==> src/rtl/gon_row_collector.sv <==
// gon_row_collector: gathers GON psum beats from one PE row through a 2-entry FIFO
// and forwards them to the vertical GON bus, counting a configured transfer length.
module gon_row_collector #(
    parameter int NUM_PE    = 8,
    parameter int DATA_SIZE = 32,
    parameter int LEN_BITS  = 16
) (
    input  logic                        clk,
    input  logic                        rst,
    input  logic                        start,
    input  logic [LEN_BITS-1:0]         len,
    input  logic [NUM_PE-1:0]           valid_vec,
    input  logic [NUM_PE*DATA_SIZE-1:0] data_vec,
    output logic                        ready_out,
    output logic                        valid_out,
    output logic [DATA_SIZE-1:0]        data_out,
    input  logic                        ready_in,
    output logic                        busy,
    output logic                        done,
    output logic                        err
);
    typedef enum logic [1:0] {IDLE, RUN, DRAIN} state_t;

    state_t                r_state, w_state_nxt;
    logic [LEN_BITS-1:0]   r_remaining;
    logic [DATA_SIZE-1:0]  r_mem [2];
    logic                  r_head, r_tail;
    logic [1:0]            r_count, w_count_nxt;
    logic                  r_done, r_err, w_done_nxt;
    logic                  w_accept, w_pop, w_multi, w_load;
    logic [DATA_SIZE-1:0]  w_sel;

    assign ready_out   = (r_state == RUN) && (r_count < 2'd2) && (r_remaining != '0);
    assign w_accept    = ready_out && |valid_vec;
    assign w_pop       = valid_out && ready_in;
    assign w_multi     = |(valid_vec & (valid_vec - NUM_PE'(1)));
    assign w_load      = (r_state == IDLE) && start && (len != '0);
    assign w_count_nxt = r_count + 2'(w_accept) - 2'(w_pop);
    assign valid_out   = (r_count != 2'd0);
    assign data_out    = r_mem[r_head];
    assign busy        = (r_state != IDLE);
    assign done        = r_done;
    assign err         = r_err;

    // Descending scan so the lowest-index asserted PE wins.
    always_comb begin
        w_sel = '0;
        for (int i = NUM_PE - 1; i >= 0; i--)
            if (valid_vec[i]) w_sel = data_vec[i*DATA_SIZE +: DATA_SIZE];
    end

    // done is raised together with the IDLE transition so busy falls as done rises.
    always_comb begin
        w_state_nxt = r_state;
        w_done_nxt  = 1'b0;
        case (r_state)
            IDLE: begin
                w_state_nxt = w_load ? RUN : IDLE;
                w_done_nxt  = start && (len == '0);
            end
            RUN:   w_state_nxt = (w_accept && r_remaining == LEN_BITS'(1)) ? DRAIN : RUN;
            DRAIN: begin
                w_state_nxt = (w_count_nxt == 2'd0) ? IDLE : DRAIN;
                w_done_nxt  = (w_count_nxt == 2'd0);
            end
            default: w_state_nxt = IDLE;
        endcase
    end

    always_ff @(posedge clk or posedge rst) begin
        if (rst) begin
            r_state     <= IDLE;
            r_done      <= 1'b0;
            r_err       <= 1'b0;
            r_remaining <= '0;
        end else begin
            r_state     <= w_state_nxt;
            r_done      <= w_done_nxt;
            r_err       <= w_load ? 1'b0 : (r_err || (w_accept && w_multi));
            r_remaining <= w_load ? len : (w_accept ? r_remaining - LEN_BITS'(1) : r_remaining);
        end
    end

    always_ff @(posedge clk or posedge rst) begin
        if (rst) begin
            r_mem[0] <= '0;
            r_mem[1] <= '0;
            r_head   <= 1'b0;
            r_tail   <= 1'b0;
            r_count  <= 2'd0;
        end else begin
            if (w_accept) r_mem[r_tail] <= w_sel;
            r_tail  <= r_tail ^ w_accept;
            r_head  <= r_head ^ w_pop;
            r_count <= w_count_nxt;
        end
    end
endmodule

==> config.mk <==
export PLATFORM = sky130hd
export DESIGN_NAME = gon_row_collector
export DESIGN_NICKNAME = d
export VERILOG_FILES = /design/src/rtl/gon_row_collector.sv
export SDC_FILE = /design/constraint.sdc
export NUM_CORES = 1
export LEC_CHECK = 0
export BUFFER_PORTS_ARGS = -buffer_cell sky130_fd_sc_hd__buf_4
export CAP_MARGIN = 10
export CORE_MARGIN = 2
export CORE_UTILIZATION = 32
export CTS_CLUSTER_DIAMETER = 150
export DETAILED_ROUTE_END_ITERATION = 8
export GPL_TIMING_DRIVEN = 1
export HOLD_SLACK_MARGIN = 0.03
export PLACE_DENSITY = 0.64
export SYNTH_ARGS = -nofsm -noshare
export SYNTH_HDL_FRONTEND = slang
export SYNTH_SLANG_ARGS = --single-unit
==> constraint.sdc <==
create_clock -name clk -period 5.6 [get_ports clk]
set_input_delay 0 -clock clk [delete_from_list [all_inputs] [get_ports clk]]
set_output_delay 0 -clock clk [all_outputs]
set_load 0.02 [all_outputs]
# == After elaboration in Yosys (flattened, before gate mapping) ==
# Cells that the tools add are included.
# totals
ff_bits,88
inputBits,284
output_inout_bits,37
elab_cells,68
# classes
addsub,4
order_cmp,4
n_eq_ne,3
mux,22
bitwise,5
n_reduce_logical,21
# ops
cell,n
32-bit 2-to-1 mux,12
64-bit bitwise mux,1
32-bit demux with 1-bit select,1
16-bit 2-to-1 mux,2
16-bit nonzero test,2
"16-bit by 1-bit equality test with 1-bit output, second input constant",1
16-bit zero test,1
8-bit OR reduction,2
"16-bit by 1-bit subtractor with 16-bit output, second input constant",1
1-bit logical AND,10
8-bit bitwise AND,1
"8-bit by 1-bit subtractor with 8-bit output, second input constant",1
2-bit one-hot mux with 3 select lines,1
2-bit nonzero test,3
"2-bit >= comparator, second input constant",2
2-bit zero test,2
2-bit 2-to-1 mux,2
1-bit NOT with 2-bit output,2
2-bit by 1-bit adder with 2-bit output,1
"2-bit by 1-bit equality test with 1-bit output, second input constant",1
"2-bit equality test, second input constant",1
"2-bit by 1-bit < comparator with 1-bit output, second input constant",1
"2-bit < comparator, second input constant",1
1-bit 2-to-1 mux,2
4 further kinds,5

# == Logic depth before layout (Yosys ltp) ==
# logic_depth
depth_word,9
mapped_depth,14

# == Least setup slack after synthesis ==
# OpenSTA, ideal clock, no wires.
# synth_path
kind,register to register
from,register r_remaining[2]
to,register r_done (netlist: done)
setup_ps,121
t_arrival_ps,2493
t_required_ps,5479
path_slack_ps,2985
stages_incl_launch_ff,14
n_path_buf,1
synth_period_minus_slack_ps,2615
path_cell_list,dfrtp_1 nor4_2 and2_1 a31oi_4 inv_1 buf_2 ha_1 inv_1 ha_1 xnor2_1 xnor2_1 nor2_1 a21oi_1 nor2_1
# synth_between
elab_chain_cells,7
# synth_lines
element,line_no,rtl
from (decl),25,logic [LEN_BITS-1:0] r_remaining;
from (signal assigned),80,r_remaining <= w_load ? len : (w_accept ? r_remaining - LEN_BITS'(1) : r_remaining);
16-bit nonzero test,33,assign ready_out = (r_state == RUN) && (r_count < 2'd2) && (r_remaining != '0);
1-bit logical AND,33,
1-bit logical AND,34,assign w_accept = ready_out && |valid_vec;
2-bit by 1-bit adder with 2-bit output,38,assign w_count_nxt = r_count + 2'(w_accept) - 2'(w_pop);
2-bit by 1-bit subtractor with 2-bit output,38,
named net w_count_nxt[1],28,"logic [1:0] r_count, w_count_nxt;"
2-bit zero test,64,w_done_nxt = (w_count_nxt == 2'd0);
1-bit one-hot mux with 2 select lines,56,case (r_state)
named net w_done_nxt,29,"logic r_done, r_err, w_done_nxt;"
to (signal assigned),78,r_done <= w_done_nxt;
to (decl),29,
# The timed path passes the listed nets, and every way through them passes these cells.
# A chain may end at the register's enable or synchronous reset.

# == Worst setup path in the final report ==
# layout_path
from,register r_state[1]
to,register r_state[1]
# layout_between
elab_chain_cells,9
elab_cells_between_ends,13
cone_classes,add/sub (2); eq/ne (2); mux (3); reduce/logical (6)
# layout_lines
element,line_no,rtl
from (decl),24,"state_t r_state, w_state_nxt;"
from (signal assigned),77,r_state <= w_state_nxt;
2-bit by 1-bit equality test with 1-bit output,33,
1-bit logical AND (2 in series),33,
1-bit logical AND,34,
2-bit by 1-bit adder with 2-bit output,38,
2-bit by 1-bit subtractor with 2-bit output,38,
named net w_count_nxt[1],28,
2-bit zero test,63,w_state_nxt = (w_count_nxt == 2'd0) ? IDLE : DRAIN;
2-bit 2-to-1 mux,63,
2-bit one-hot mux with 3 select lines,56,
named net w_state_nxt[1],24,
# The timed path passes the listed nets, and every way through them passes these cells.

==> impl_metrics.toml <==
[synthesis]
async_flop_share = 1.00
synth-seq-area-share = 0.350
avgSynthCellArea_um2 = 7.76
ys_types = 46
ys_ff_latch = 88
syn_area_um2 = 6290
synth_edf_count = 0
syn_inst = 810
syn-num-nets = 1100
yosys_most_used_dff = "dfrtp_1"
yosys_warnings = 0

[global_routing]
first_global_vias = 7099
grt_overflow = 0
antenna_found_initial = 2
track_usage = 0.237
grt_pass1_wl_um = 37700
grt_max_degree = 67

[pwr]
power.density_nw_per_um2 = 391
total_power_mw = 3.65
ir_worst_vdd_mv = 0.196
p_leak_nw = 4.26

[die]
ioPinCount = 321
initial_core_util = 0.324
die-area_um2 = 20800
core_region_area_um2 = 19400
die_h_um = 144
placementRows = 51
die_x_um = 144

[routing]
dr_total_vias = 7231
first_pass_iters = 5
wl_met1_um = 10300
drc = 0
ant_nets = 0
routed_wirelength_um = 25200
via_per_inst = 5.30
wl_per_cell_um = 18.5
drtIter0Drc = 392
wl_met3_um = 1780
top_layer_used = "met5"
wl_met2_um = 12700

[timing]
drv_slew = 0
whs_ns = 0.0574
max_slew_margin = 0.283
period_share = 0.564
tightest_slew_ns = 1.07
final-setup-viol-count = 0
fin_crit_ns = 3.16
fin_setup_tns_ns = 0
hold_violations = 0
rsz0062_at_grt = "false"
fmax_mhz = 317
fin_skew_ns = 0.00735

[clock_network]
htree_levels = 3
cts_sinks = 88
cts_buffers = 9
root_buffer = "clkbuf_16"
cts_setup_buffers = 0
clkLatencyLatePin_ns = 0.35
clkTransAtPathRegs_ns = 0.07
clock_path_buffers = 2
cts_tree = "built"

[worst_setup_path]
crit_required_ns = 5.85
crit_type = "flip-flop to flip-flop"
cp-end-kind = "flip-flop"
cp-start-kind = "flip-flop"
arrival_ns = 3.40
worst-path-max-fanout = 15

[layout]
final_core_util = 0.482
final_common_cell = "buf_4"
nets = 1383
nFillCells = 1969
multi_input_area_um2 = 3550
final_cell_mix = "324 x buf_4, 110 x nand2_1, 87 x dfrtp_1, 76 x inv_1, 67 x o21ai_0"
final-seq-area_um2 = 2200
drive_gt1_frac = 0.325
area_growth_syn_to_layout_pct = 48.6
final_cells = 1364

[status]
status = "complete, no violations"

[min_path]
hp-class = "input port to flip-flop"

[placed_design]
dp.cells = 1327
portBuffers = 320
gp_congestion = 0.877
hpwl_um = 18200

[run]
maxCapViolCount = 0
sequential cells by signal, summed over array words and instances, names as in the netlist:
name         flops
r_remaining     16
r_mem           64
r_count          2
r_state          2
r_tail           1
r_head           1
err              1
done             1
per-layer routing:
layer | global-route usage | vias up
met2 | 0.416 | 264
met1 | 0.287 | 3416
met4 | 0.0720 | 2
met5 | 0 | -
li1 | - | 3520
met3 | 0.0606 | 29
logic make-up after synthesis:
logic type,synth area share
buffers and inverters,0.0893
XOR/XNOR,0.00557
AND/OR/NAND/NOR,0.237
flip-flops,0.350
adder cells (fa/ha/maj),0.0135
AO/OA/AOI/OAI,0.298
multiplexers,0.00637
Yosys cell counts, types with 5 or more instances:
library cell	instances	share of area
dfrtp_1	88	0.35
nand2_1	110	0.066
a221oi_1	33	0.046
nor3_1	39	0.031
nor4_1	37	0.037
inv_1	77	0.046
o22ai_1	66	0.066
a31oi_1	5	0.0050
nor2_1	19	0.011
nand2b_1	33	0.033
nor2b_1	35	0.035
a22o_1	65	0.091
o21ai_0	67	0.053
clkbuf_1	68	0.041
nand3_1	7	0.0056
ha_1	6	0.012
final cells by class:
cell class	count	share of cell area
timing repair buffer	344	0.285
clock buffer	11	0.0260
multi-input combinational	573	0.380
clock inverter	5	0.00603
inverter	77	0.0312
sequential	88	0.236
tap	265	0.0355
antenna	1	0.000268
per-stage QoR:
stage	worst slack, ns	cell area, um^2
floorplan	2.99	6290
global placement	2.52	8810
detailed placement	2.48	8810
CTS	2.45	9290
global route	2.19	9340
finish	2.44	9340
where the power goes:
part           total (mW)  switching, mW  internal (mW)
Sequential           1.06          0.135          0.927
Combinational        1.97           1.15          0.823
Clock               0.614          0.257          0.358
timing repair:
| action | 4_1_cts | 5_1_grt |
|---|---|---|
| gates resized for setup | 0 | 0 |
| endpoints found under the hold margin | 45 | 0 |
| hold buffers | 18 | 0 |
path summary, 6_finish.rpt:
kind | start | end | slack (ns) | cells after the start
min in group asynchronous | rst | r_mem[61] | 0.19 | 3
setup reg to reg | r_state[1] | r_state[1] | 2.44 | 11
max in group asynchronous | rst | r_head | 4.25 | 4
setup / recovery | r_state[1] | r_state[1] | 2.44 | 11
hold reg to reg | r_state[0] | done | 0.51 | 1
hold / removal | data_vec[159] | r_mem[63] | 0.06 | 4
critical path, cell delays in order (launching register included):
cell and delay (ns):
dfrtp_1 0.43, or3b_1 0.42, a31o_4 0.25, a31oi_4 0.43
inv_1 0.33, ha_1 0.37, inv_1 0.04, ha_1 0.17
xnor2_1 0.16, xnor2_1 0.16, nor2_1 0.09, o32ai_1 0.22
No activity file was read; power rests on OpenSTA's default activity.
